==> src/rtl/wb_write_arbiter_if.sv <==
// Bus bundle for wb_write_arbiter: ALU/load result inputs, hazard check and register-file write port.
// Define WB_PERF_EN to add the perf_starve_cnt observation signal.
interface wb_write_arbiter_if;
   logic        alu_valid;
   logic [4:0]  alu_waddr;
   logic [31:0] alu_wdata;

   logic        ld_valid;
   logic        ld_ready;
   logic [4:0]  ld_waddr;
   logic [31:0] ld_wdata;

   logic [4:0]  chk_addr;
   logic        chk_hit;

   logic        stall_req;

   logic        we;
   logic [4:0]  waddr;
   logic [31:0] wdata;

`ifdef WB_PERF_EN
   logic [31:0] perf_starve_cnt;

   modport slave (
      input  alu_valid, alu_waddr, alu_wdata,
      input  ld_valid, ld_waddr, ld_wdata,
      input  chk_addr,
      output ld_ready, chk_hit, stall_req,
      output we, waddr, wdata,
      output perf_starve_cnt
   );

   modport master (
      output alu_valid, alu_waddr, alu_wdata,
      output ld_valid, ld_waddr, ld_wdata,
      output chk_addr,
      input  ld_ready, chk_hit, stall_req,
      input  we, waddr, wdata,
      input  perf_starve_cnt
   );
`else
   modport slave (
      input  alu_valid, alu_waddr, alu_wdata,
      input  ld_valid, ld_waddr, ld_wdata,
      input  chk_addr,
      output ld_ready, chk_hit, stall_req,
      output we, waddr, wdata
   );

   modport master (
      output alu_valid, alu_waddr, alu_wdata,
      output ld_valid, ld_waddr, ld_wdata,
      output chk_addr,
      input  ld_ready, chk_hit, stall_req,
      input  we, waddr, wdata
   );
`endif
endinterface

==> src/rtl/wb_write_arbiter.sv <==
// Register-file write-port arbiter: ALU results win, load results queue in an in-order FIFO.
// Define WB_PERF_EN to add a saturating count of stall_req cycles (perf_starve_cnt).
module wb_write_arbiter #(
   parameter int unsigned LD_DEPTH     = 4,
   parameter int unsigned STARVE_LIMIT = 3
) (
   input logic               clk,
   input logic               rst,
   wb_write_arbiter_if.slave wb_if
);

   localparam int unsigned AW = $clog2(LD_DEPTH);
   localparam int unsigned CW = $clog2(STARVE_LIMIT + 1);

   logic [4:0]    fifo_addr_q [LD_DEPTH];
   logic [31:0]   fifo_data_q [LD_DEPTH];
   logic [AW:0]   wr_ptr_q, wr_ptr_d;
   logic [AW:0]   rd_ptr_q, rd_ptr_d;
   logic [AW:0]   occupancy;
   logic [AW-1:0] chk_slot;

   logic          full, empty, push, pop;

   logic [CW-1:0] starve_q, starve_d;
   logic          stall_q, stall_d;

   logic          we_q, we_d;
   logic [4:0]    waddr_q, waddr_d;
   logic [31:0]   wdata_q, wdata_d;

   logic [4:0]    head_addr;
   logic [31:0]   head_data;
   logic          hit;

   // Extra pointer MSB distinguishes full from empty when the index bits match.
   always_comb begin
      empty     = (wr_ptr_q == rd_ptr_q);
      full      = (wr_ptr_q[AW] != rd_ptr_q[AW]) &&
                  (wr_ptr_q[AW-1:0] == rd_ptr_q[AW-1:0]);
      occupancy = wr_ptr_q - rd_ptr_q;
      head_addr = fifo_addr_q[rd_ptr_q[AW-1:0]];
      head_data = fifo_data_q[rd_ptr_q[AW-1:0]];
   end

   always_comb begin
      push     = wb_if.ld_valid && !full && (wb_if.ld_waddr != '0);
      pop      = !wb_if.alu_valid && !empty;
      wr_ptr_d = push ? wr_ptr_q + (AW+1)'(1) : wr_ptr_q;
      rd_ptr_d = pop  ? rd_ptr_q + (AW+1)'(1) : rd_ptr_q;
   end

   // A non-empty FIFO that fails to pop is necessarily losing to the ALU.
   always_comb begin
      starve_d = starve_q;
      stall_d  = 1'b0;
      if (pop || empty) begin
         starve_d = '0;
      end else if (starve_q == CW'(STARVE_LIMIT - 1)) begin
         starve_d = '0;
         stall_d  = 1'b1;
      end else begin
         starve_d = starve_q + CW'(1);
      end
   end

   always_comb begin
      we_d    = 1'b0;
      waddr_d = waddr_q;
      wdata_d = wdata_q;
      if (wb_if.alu_valid) begin
         we_d    = (wb_if.alu_waddr != '0);
         waddr_d = wb_if.alu_waddr;
         wdata_d = wb_if.alu_wdata;
      end else if (pop) begin
         we_d    = (head_addr != '0);
         waddr_d = head_addr;
         wdata_d = head_data;
      end
   end

   // Only live entries (between read and write pointers) count as hazards.
   always_comb begin
      hit      = 1'b0;
      chk_slot = '0;
      for (int unsigned k = 0; k < LD_DEPTH; k++) begin
         chk_slot = rd_ptr_q[AW-1:0] + AW'(k);
         if (((AW+1)'(k) < occupancy) && (fifo_addr_q[chk_slot] == wb_if.chk_addr)) begin
            hit = 1'b1;
         end
      end
      if (wb_if.chk_addr == '0) begin
         hit = 1'b0;
      end
   end

   always_ff @(posedge clk) begin
      if (push) begin
         fifo_addr_q[wr_ptr_q[AW-1:0]] <= wb_if.ld_waddr;
         fifo_data_q[wr_ptr_q[AW-1:0]] <= wb_if.ld_wdata;
      end
   end

   always_ff @(posedge clk) begin
      if (rst) begin
         wr_ptr_q <= '0;
         rd_ptr_q <= '0;
         starve_q <= '0;
         stall_q  <= 1'b0;
         we_q     <= 1'b0;
         waddr_q  <= '0;
         wdata_q  <= '0;
      end else begin
         wr_ptr_q <= wr_ptr_d;
         rd_ptr_q <= rd_ptr_d;
         starve_q <= starve_d;
         stall_q  <= stall_d;
         we_q     <= we_d;
         waddr_q  <= waddr_d;
         wdata_q  <= wdata_d;
      end
   end

   assign wb_if.ld_ready  = !full;
   assign wb_if.chk_hit   = hit;
   assign wb_if.stall_req = stall_q;
   assign wb_if.we        = we_q;
   assign wb_if.waddr     = waddr_q;
   assign wb_if.wdata     = wdata_q;

`ifdef WB_PERF_EN
   logic [31:0] perf_q;

   always_ff @(posedge clk) begin
      if (rst) begin
         perf_q <= '0;
      end else if (stall_q && (perf_q != '1)) begin
         perf_q <= perf_q + 32'd1;
      end
   end

   assign wb_if.perf_starve_cnt = perf_q;
`endif

endmodule
==> src/flat_wrapper.sv <==
// flat-port wrapper written by rule: the top's interface ports become plain ports
module wb_write_arbiter_flat 
#(
   parameter int unsigned LD_DEPTH     = 4,
   parameter int unsigned STARVE_LIMIT = 3
)
  (clk, rst, wb_if_alu_valid, wb_if_alu_waddr, wb_if_alu_wdata, wb_if_ld_valid, wb_if_ld_waddr, wb_if_ld_wdata, wb_if_chk_addr, wb_if_ld_ready, wb_if_chk_hit, wb_if_stall_req, wb_if_we, wb_if_waddr, wb_if_wdata);
  wb_write_arbiter_if wb_if_i ();
  input logic clk;
  input logic rst;
  input wire logic [$bits(wb_if_i.alu_valid)-1:0] wb_if_alu_valid;
  input wire logic [$bits(wb_if_i.alu_waddr)-1:0] wb_if_alu_waddr;
  input wire logic [$bits(wb_if_i.alu_wdata)-1:0] wb_if_alu_wdata;
  input wire logic [$bits(wb_if_i.ld_valid)-1:0] wb_if_ld_valid;
  input wire logic [$bits(wb_if_i.ld_waddr)-1:0] wb_if_ld_waddr;
  input wire logic [$bits(wb_if_i.ld_wdata)-1:0] wb_if_ld_wdata;
  input wire logic [$bits(wb_if_i.chk_addr)-1:0] wb_if_chk_addr;
  output wire logic [$bits(wb_if_i.ld_ready)-1:0] wb_if_ld_ready;
  output wire logic [$bits(wb_if_i.chk_hit)-1:0] wb_if_chk_hit;
  output wire logic [$bits(wb_if_i.stall_req)-1:0] wb_if_stall_req;
  output wire logic [$bits(wb_if_i.we)-1:0] wb_if_we;
  output wire logic [$bits(wb_if_i.waddr)-1:0] wb_if_waddr;
  output wire logic [$bits(wb_if_i.wdata)-1:0] wb_if_wdata;
  assign wb_if_i.alu_valid = wb_if_alu_valid;
  assign wb_if_i.alu_waddr = wb_if_alu_waddr;
  assign wb_if_i.alu_wdata = wb_if_alu_wdata;
  assign wb_if_i.ld_valid = wb_if_ld_valid;
  assign wb_if_i.ld_waddr = wb_if_ld_waddr;
  assign wb_if_i.ld_wdata = wb_if_ld_wdata;
  assign wb_if_i.chk_addr = wb_if_chk_addr;
  assign wb_if_ld_ready = wb_if_i.ld_ready;
  assign wb_if_chk_hit = wb_if_i.chk_hit;
  assign wb_if_stall_req = wb_if_i.stall_req;
  assign wb_if_we = wb_if_i.we;
  assign wb_if_waddr = wb_if_i.waddr;
  assign wb_if_wdata = wb_if_i.wdata;
  wb_write_arbiter #(.LD_DEPTH(LD_DEPTH), .STARVE_LIMIT(STARVE_LIMIT)) u_core (.clk(clk), .rst(rst), .wb_if(wb_if_i));
endmodule
==> config.mk <==
export PLATFORM = sky130hd
export DESIGN_NAME = wb_write_arbiter_flat
export DESIGN_NICKNAME = d
export VERILOG_FILES = /design/src/rtl/wb_write_arbiter_if.sv /design/src/rtl/wb_write_arbiter.sv /design/src/flat_wrapper.sv
export SDC_FILE = /design/constraint.sdc
export NUM_CORES = 1
export LEC_CHECK = 0
export BUFFER_PORTS_ARGS = -buffer_cell sky130_fd_sc_hd__clkbuf_2
export CELL_PAD_IN_SITES_DETAIL_PLACEMENT = 1
export CELL_PAD_IN_SITES_GLOBAL_PLACEMENT = 2
export CORE_UTILIZATION = 45
export CTS_BUF_LIST = sky130_fd_sc_hd__clkbuf_2
export CTS_CLUSTER_SIZE = 16
export DETAILED_ROUTE_END_ITERATION = 7
export PLACE_DENSITY_LB_ADDON = 0.1
export SKIP_LAST_GASP = 1
export SLEW_MARGIN = 20
export SYNTH_ARGS = -nofsm -noshare
export SYNTH_HDL_FRONTEND = slang
export SYNTH_SLANG_ARGS = --single-unit
==> constraint.sdc <==
create_clock -name clk -period 8.2 [get_ports clk]
set_input_delay 1.23 -clock clk [delete_from_list [all_inputs] [get_ports clk]]
set_output_delay 1.23 -clock clk [all_outputs]
set_load 0.02 [all_outputs]
# Word level (Yosys, flattened, before mapping)
# Memory sizes are Yosys's and may differ from the RTL's. A register that Yosys moved wholly into a read port is not among the register bits.
# Cells that the tools add are included.
# totals
reg_bits	47
latchBits	0
ramBits	148
mem_bits_ro	0
in_bits	83
out_inout_bits	41
wordCells	65
mem_count	2
# op_classes
addsub	7
multipliers	0
n_div	0
order_cmp	4
eq_ne	8
n_shift	0
muxes	18
bitwise	0
n_reduce_logical	19
# memory_table
name	depth	word_bits	rd	rd_ports_with_merged_regs	wr	line	text
u_core.fifo_data_q	4	32	1	1	1	wb_write_arbiter.sv:16	logic [31:0] fifo_data_q [LD_DEPTH];
u_core.fifo_addr_q	4	5	4	1	1	wb_write_arbiter.sv:15	logic [4:0] fifo_addr_q [LD_DEPTH];
# ops
op	n
$mux W32	2
$eq A5 B5 Y1	4
$reduce_bool A5 Y1	3
$mux W1	10
$mux W5	2
$logic_and A1 B1 Y1	8
$mux W2	4
$add A3 B1 Y3 const B	2
$lt A1 B3 Y1 const A	2
$lt A2 B3 Y1 const A	2
$logic_not A5 Y1	1
$add A2 B1 Y2 const B	2
$add A2 B2 Y2 const B	2
$eq A3 B3 Y1	1
$logic_not A1 Y1	3
$reduce_or A3 Y1	1
$sub A3 B3 Y3	1
$eq A2 B2 Y1	1
$eq A2 B2 Y1 const B	1
$reduce_bool A2 Y1	1
$reduce_or A2 Y1	1
$logic_or A1 B1 Y1	1
$ne A1 B1 Y1	1

# Logic depth before layout (Yosys ltp)
# Gate-level depths: netlist of run 1.
# depth
ltp_word	8
ltp_mapped	10
mapped_depth_nobuf	10

# Least setup slack after synthesis of run 1
# No wires, ideal clock.
# synth_path
path_kind	in2reg
from	in wb_if_ld_waddr[0]
to	mem u_core.fifo_addr_q[3][0], enable pin
setup_ns	0.434
arrival_ns	3.130
t_required_ns	7.766
slack_ns	4.635
cell_stages	3
n_path_buf	0
cell_sequence	or4_1 o211ai_2 nor2_1
# synth_between
elab_chain_len	4
# synth_lines
item	line	text
start: declaration	flat_wrapper.sv:15	input wire logic [$bits(wb_if_i.ld_waddr)-1:0] wb_if_ld_waddr;
$reduce_bool A5 Y1	wb_write_arbiter.sv:46	push = wb_if.ld_valid && !full && (wb_if.ld_waddr != '0);
$logic_and A1 B1 Y1	wb_write_arbiter.sv:46	
$mux W1	wb_write_arbiter.sv:97	if (push) begin
$mux W1 (implied by the code)	wb_write_arbiter.sv:98	fifo_addr_q[wr_ptr_q[AW-1:0]] <= wb_if.ld_waddr;
end: declaration	wb_write_arbiter.sv:15	
# Every way passes these cells.

# Worst setup path after layout of run 1
# layout_path
from	reg u_core.rd_ptr_q[0]
to	out wb_if_chk_hit
# layout_between
elab_chain_len	8
word_cells_on_any_way	21
classes_between	add/sub (4); order compare (4); eq/ne (3); mux (5); reduce/logical (4); memory (1)
# layout_lines
item	line	text
start: declaration	wb_write_arbiter.sv:18	logic [AW:0] rd_ptr_q, rd_ptr_d;
start signal: assignment	wb_write_arbiter.sv:114	rd_ptr_q <= rd_ptr_d;
$sub A3 B3 Y3 / $add A2 B1 Y2 (equally long branches)	wb_write_arbiter.sv:40, wb_write_arbiter.sv:86	
$lt A1 B3 Y1 / $mem_v2 Z4 W5 (equally long branches)	--	
$logic_and A1 B1 Y1 / $eq A5 B5 Y1 (equally long branches)	wb_write_arbiter.sv:87	if (((AW+1)'(k) < occupancy) && (fifo_addr_q[chk_slot] == wb_if.chk_addr)) begin
$mux W1 / $logic_and A1 B1 Y1 (equally long branches)	wb_write_arbiter.sv:87	
$mux W1 (2 in series)	wb_write_arbiter.sv:87	
$mux W1 *	wb_write_arbiter.sv:87	
$mux W1 *	wb_write_arbiter.sv:91	if (wb_if.chk_addr == '0) begin
end: declaration	flat_wrapper.sv:19	output wire logic [$bits(wb_if_i.chk_hit)-1:0] wb_if_chk_hit;
# Mark *: on every way between the ends. The rest lies on a longest branch, timed or not.

==> results of run 1 <==
-- layer usage --
layer	wire, um	share of wire	up-vias	track usage
li1	-	-	2247	-
met1	7351	0.42	2460	0.2367
met2	9279	0.53	80	0.3484
met3	604	0.035	12	0.04157
met4	175	0.010	0	0.05978
met5	0	0	-	0
-- stage by stage --
step                instance area [um2]  instances  total power, uW    util  setup WS [ns]
floorplan                          8298        535             1694       -          4.635
global route                       9376        892             2422  0.5202          2.664
global placement                   9117        859             1826  0.5058          3.852
detailed placement                 9117        859             1847  0.5058          3.854
finish                             9379        893             2301  0.5203          3.087
CTS                                9374        891             2335  0.5201          2.983
-- final cells by class --
cell class	count	area [um2]
fillers	1835	8646
flip-flops and latches	197	5428
multi-input cells	294	2701
repair buffers	130	668.1
well taps	229	286.5
clock inverters	14	166.4
clock buffers	18	90.09
inverters	9	33.78
diodes	2	5.005
-- sequential cells by signal (all words and copies together), names as in the netlist, named ones only --
| name | flops |
|---|---|
| u_core.fifo_addr_q | 20 |
| u_core.fifo_data_q | 128 |
| u_core.starve_q | 2 |
| u_core.wb_if.we | 1 |
| u_core.wb_if.stall_req | 1 |
| u_core.wr_ptr_q | 3 |
| u_core.wb_if.waddr | 5 |
| u_core.wb_if.wdata | 32 |
| u_core.rd_ptr_q | 3 |
-- synth_stat cells (8+ instances only) --
master,count
edfxtp_1,148
nor2_1,87
dfxtp_1,49
mux2i_1,47
mux4_2,47
a21oi_1,39
xnor2_1,18
clkbuf_1,17
xor2_1,11
buf_2,9
inv_1,9
ha_1,8
-- layout by cell type, fill, tap and decap left out, types with 3 or more instances in the layout --
master	count
edfxtp_1	148
clkbuf_2	139
nor2_1	83
mux2i_1	47
mux4_2	47
dfxtp_1	47
a21oi_1	39
xnor2_1	18
xor2_1	11
inv_1	9
ha_1	8
buf_4	7
nor2_4	5
nand2_1	4
o21ai_0	4
nor3_1	4
nor4_1	4
clkinv_4	4
inv_8	3
inv_6	3
-- kinds of logic (layout without fill, tap and decap cells) --
family                   after synthesis  in the layout  synth area share
adder cells (fa/ha/maj)                9              9           0.01448
other                                  0              2                 0
AND/OR/NAND/NOR                      111            111           0.05579
AO/OA/AOI/OAI                         49             49           0.03212
flip-flops                           197            197            0.6538
multiplexers                          95             95            0.1856
buffers and inverters                 44            171           0.02488
XOR/XNOR                              30             30           0.03332
-- power breakdown --
| part | leakage (uW) | switching (uW) | total [uW] | internal (uW) |
|---|---|---|---|---|
| clock | 0.000153 | 338 | 490 | 152 |
| sequential | 0.00176 | 51.4 | 1200 | 1140 |
| combinational | 0.00154 | 323 | 615 | 292 |
| total | 0.00346 | 713 | 2300 | 1590 |
-- path summary, 6_finish.rpt --
check	start	endpoint	slack [ns]	cells after the start
worst max-delay path	u_core.rd_ptr_q[0]	wb_if_chk_hit	3.09	8
worst min-delay path	u_core.starve_q[0]	u_core.starve_q[0]	0.47	1
worst max register to register	u_core.rd_ptr_q[0]	u_core.rd_ptr_q[2]	4.97	8
worst min register to register	u_core.starve_q[0]	u_core.starve_q[0]	0.47	1
==> summary.md, run 1 <==
| Metric | Value |
|---|---|
| Status | complete, no violations |
| Starting density of the core | 0.4604 |
| Power per cell area | roughly 250 mW/mm2 |
| CTS root buffer | clkbuf_2 |
| Width of the die | 137.8 um |
| FP Rows | 49 |
| Relative slew margins | 0.2915 |
| Bufs on Longest Clock Path | 2 |
| Area leader, netlist | edfxtp_1 |
| Routability congestion estimate | approximately 0.78 |
| Setup violators final | 0 |
| Crit end category | output pin |
| NumNets Final | 741 |
| Share of cells above drive strength 1 | 0.3293 |
| Initial DRC count | 164 |
| Post-cts sizing count | 0 |
| #FFs+latches synth | slightly below 200 |
| Max incr delay on CP | roughly 0.96 ns |
| TritonCTS clock tree | yes |
| Setup bufs post-CTS | 0 |
| CP Data Arrival Time | slightly below 4 ns |
| Die Y-Extent | 137.8 um |
| CP required | 6.97 ns |
| Fin. Hold Viols | 0 |
| Port Buffer Count | 123 |
| Pin count of the biggest net entering global routing | 80 |
| Post-Syn Area | ~0.0083 mm2 |
| Crit start category | flop |
| RSZ-0062 raised after global routing | no |
| DRC violations left | 0 |
| Syn nets | 627 |
| Syn avg cell area | approximately 16 um2 |
| Minimum clock period | about 5 ns |
| Hold Crit Class | reg -> reg |
| Setup CP Type | reg -> out |
| Slowest-stage cell, CP | dfxtp_1 |
| Synth unique cells | 36 |
| YS warnings | 0 |
| Number of nets still failing antenna checks after routing | 0 |
| Fin crit share | 0.6235 |
| CP cell instances | ha_1, mux4_2, xor2_1, nor4_1, o21ai_0, o21ai_0, o22a_2, clkbuf_2 |
| Area contributors post-synth | edfxtp_1, mux4_2, dfxtp_1 |
| CP Max Fanout | 18 |
| Post-DP HPWL | approximately 11,000 um |
| FMAX | just under 0.2 GHz |
| Setup TNS Final | 0 ns |
| Via count | approximately 4,800 |
| P_leak | approximately 0.0035 uW |
| TritonCTS Sinks | 197 |
| Drt wl/cell | around 19 um |
| Post-synth top area share | 0.5356 |
| Ys flop type | edfxtp_1 |
| Hold_buf cts | 0 |
| Synth-to-layout area growth | 13.03% |
| Worst skew pair latency | around 0.75 ns |
| Core Area | 0.01802 mm2 |
| Crit path top cell by count | o21ai_0 |
| Post-synthesis async set-or-reset flop share | 0 |
| # IOs | between 100 and 150 |
| Vias/cell | around 5.4 |
| Number of global-route vias before repair | a little over 5,000 |
| Final number of max-transition violations | 0 |
| Seq/Total Area, Yosys | 0.6538 |
| Max-Cap Viols | 0 |
| 1st-pass router iterations | 4 |
| Initial antenna violation count | 2 |
| WL final | roughly 17,000 um |
| Fin Clk Skew | approximately 0.043 ns |
| CP bufs+invs | 1 |
| H-tree levels | 4 |
| TritonCTS Buffers | 17 |
| Worst-case vdd ir drop | 0.0001292 V |
| Top delay family on crit path | flip-flops |
| Gr usage total | 0.1955 |
| Synthesized instance count | about 540 |
| Worst-Margin Slew | 1.063 ns |
| Reg clk slew, reported paths | approximately 0.26 ns |
| Hold slack | about 0.47 ns |
| Full die area | 0.01899 mm2 |
| Total grt overflow | 0 |
| Global-route wire length before repair | around 27,000 um |
| Post-synth EDFFs | ~150 |
Note: power is estimated with default switching activity, not from simulation.
==> run 2: changes to the inputs <==
--- a/config.mk
+++ b/config.mk
@@ -8,7 +8,7 @@
 export BUFFER_PORTS_ARGS = -buffer_cell sky130_fd_sc_hd__clkbuf_2
 export CELL_PAD_IN_SITES_DETAIL_PLACEMENT = 1
 export CELL_PAD_IN_SITES_GLOBAL_PLACEMENT = 2
-export CORE_UTILIZATION = 45
+export CORE_UTILIZATION = 38
 export CTS_BUF_LIST = sky130_fd_sc_hd__clkbuf_2
 export CTS_CLUSTER_SIZE = 16
 export DETAILED_ROUTE_END_ITERATION = 7
==> constraint.sdc (replaced) <==
create_clock -name clk -period 4.61 [get_ports clk]
set_input_delay 0.6915 -clock clk [delete_from_list [all_inputs] [get_ports clk]]
set_output_delay 0.6915 -clock clk [all_outputs]
set_load 0.02 [all_outputs]
==> run 2 against run 1 <==
  * Register-to-register slack worse by 3.3 ns
  * Flip-flop and latch count stayed put
  * Clock power increased by 74%
==> summary.md, run 2 (same netlist as run 1, synthesis figures left out) <==
| Metric | Value |
|---|---|
| Top delay family on crit path | adder cells |
| P_sw | approximately 1300 uW |
| Slowest-stage cell, CP | ha_1 |
| Number of global-route vias before repair | between 5,000 and 6,000 |
| Worst Hold Depth | 1 |
| Die Y-Extent | 149.8 um |
| Pin count of the biggest net entering global routing | 48 |
| Reg clk slew, reported paths | ~0.31 ns |
| Synth-to-layout area growth | 14.01% |
| Routability congestion estimate | ~0.74 |
| Fin cells | approximately 940 |
| Placed cells | 909 |
| Gr usage total | 0.1715 |
| CP required | slightly below 4 ns |
| Sw frac | 0.3182 |
| Port Buffer Count | 123 |
| Hold Crit Class | in -> reg |
| Gate power share | 0.274 |
| Minimum clock period | ~4.3 ns |
| Pwr Total | ~4100 uW |
| Register-to-Register Path Depth | 6 |
| WL final | around 18,000 um |
| # IOs | 124 |
| Vias/cell | a little over 5 |
| 1st-pass router iterations | 4 |
| NumNets Final | 745 |
| FP Rows | 53 |
| Final number of max-transition violations | 0 |
| Max-Cap Viols | 0 |
| TritonCTS Sinks | ~200 |
| Fin. Hold Viols | 0 |
| Number of nets still failing antenna checks after routing | 0 |
| Fin Clk Skew | around 0.044 ns |
| Crit end category | output pin |
| Setup CP Type | reg -> out |
| TritonCTS Buffers | 17 |
| Fillers | around 2,200 |
| Width of the die | 149.8 um |
| H-tree levels | 4 |
| TritonCTS clock tree | yes |
| Hold Path Sink | u_core.fifo_data_q[3][15] |
| Initial DRC count | ~210 |
| Antenna Cells | 0 |
| Setup TNS Final | 0 ns |
| Worst skew pair latency | around 0.75 ns |
| Hold_buf cts | 0 |
| Worst-Margin Slew | slightly above 1 ns |
| Post-cts sizing count | 0 |
| Setup bufs post-CTS | 0 |
| CP cell instances | buf_4, ha_1, mux4_2, xor2_1, nor4_1, o21ai_0, o21ai_0, o22a_2, clkbuf_2 |
| Via count | between 4,000 and 5,000 |
| RR Startpoint | u_core.rd_ptr_q[1] |
| Global-route wire length before repair | about 28,000 um |
| Core Area | around 0.021 mm2 |
| Int Power | approximately 2800 uW |
| Most frequent cells in the layout | edfxtp_1, clkbuf_2, nor2_1 |
| Max FFs per register | ~130 |
| Status | complete, no violations |
| Setup violators final | 0 |
| CP Max Fanout | 18 |
| RSZ-0062 raised after global routing | no |
| Starting density of the core | 0.3910 |
| Full die area | between 0.02 and 0.025 mm2 |
| Total grt overflow | 0 |
| Fin crit share | 0.9341 |
| Hold Startpoint | wb_if_ld_wdata[15] |
| Reg-to-Reg End | u_core.fifo_data_q[1][20] |
| FMAX | between 0.2 and 0.25 GHz |
| Relative slew margins | 0.3254 |
| Bufs on Longest Clock Path | 2 |
| Sequential power share | 0.518 |
| Most common cell after layout, fill and taps aside | edfxtp_1 |
| P_leak | between 0.003 and 0.004 uW |
| Power per cell area | 432.4 mW/mm2 |
| Drt wl/cell | between 15 and 20 um |
| Post-DP HPWL | approximately 12,000 um |
| CP bufs+invs | 2 |
| Flop-to-flop setup slack | 1.70 ns |
| Worst-case vdd ir drop | 0.0001706 V |
| CP Data Arrival Time | approximately 3.6 ns |
| Clock power frac | 0.208 |
| Crit start category | flop |
| Multi-input gate area | ~0.0027 mm2 |
| Sequential cell area | approximately 0.0054 mm2 |
| DRC violations left | 0 |
| Fin util | 0.4458 |
| Initial antenna violation count | 1 |
| Share of cells above drive strength 1 | 0.3348 |
| CTS root buffer | clkbuf_2 |
| Crit path top cell by count | o21ai_0 |
| Max incr delay on CP | 0.77 ns |
## run 2: changes by cell type in the layout (fill, tap and decap cells not counted), sizes merged
cell / previous run / this run
buf: 9 / 11
clkinvlp: 1 / 3
clkinv: 5 / 4
diode: 2 / 0
bufinv: 2 / 1
clkbuf: 139 / 141
## run 2: power groups by stage
| stage | sequential [uW] | clock (uW) | combinational [uW] |
|---|---|---|---|
| floorplan | 2170 | 0 | 841 |
| global placement | 2150 | 0 | 1120 |
| detailed placement | 2160 | 0 | 1140 |
| CTS | 2120 | 904 | 1150 |
| global route | 2140 | 960 | 1230 |
| finish | 2120 | 852 | 1120 |
## run 2: worst max-delay path by stage
stage	startpoint	to	slack [ns]	cells past startpoint
2_1_floorplan	u_core.rd_ptr_q[1]	u_core.fifo_addr_q[3][0]	1.24	5
3_3_place_gp	u_core.rd_ptr_q[0]	wb_if_chk_hit	1.10	9
3_5_place_dp	u_core.rd_ptr_q[0]	wb_if_chk_hit	1.09	9
4_1_cts	u_core.rd_ptr_q[0]	wb_if_chk_hit	0.16	9
5_1_grt	u_core.rd_ptr_q[0]	wb_if_chk_hit	0.01	9
6_report	u_core.rd_ptr_q[0]	wb_if_chk_hit	0.30	9
## run 2: area by class of cell
type,instances,share of cell area
sequential,197,0.5737
clock buffer,18,0.009523
timing repair buffer,134,0.07380
inverter,9,0.003571
clock inverter,14,0.01746
tap,275,0.03637
multi-input combinational,294,0.2855
## run 2: through the flow
step	setup slack, ns	area [um2]	hold slack [ns]
after floorplan	1.241	8298	0.4001
after global placement	1.104	9205	0.4088
after detailed placement	1.089	9205	0.4170
after CTS	0.1576	9460	0.005896
after global routing	0.01236	9460	0.01604
final	0.3038	9460	0.1304
## run 2: metal layers
layer  wire [um]  track usage  vias to the layer above
met2        9264       0.2900                      105
li1            -            -                     2254
met3         915      0.03598                       18
met5           0            0                        -
met1        7978       0.2218                     2467
met4         214      0.05000                        0
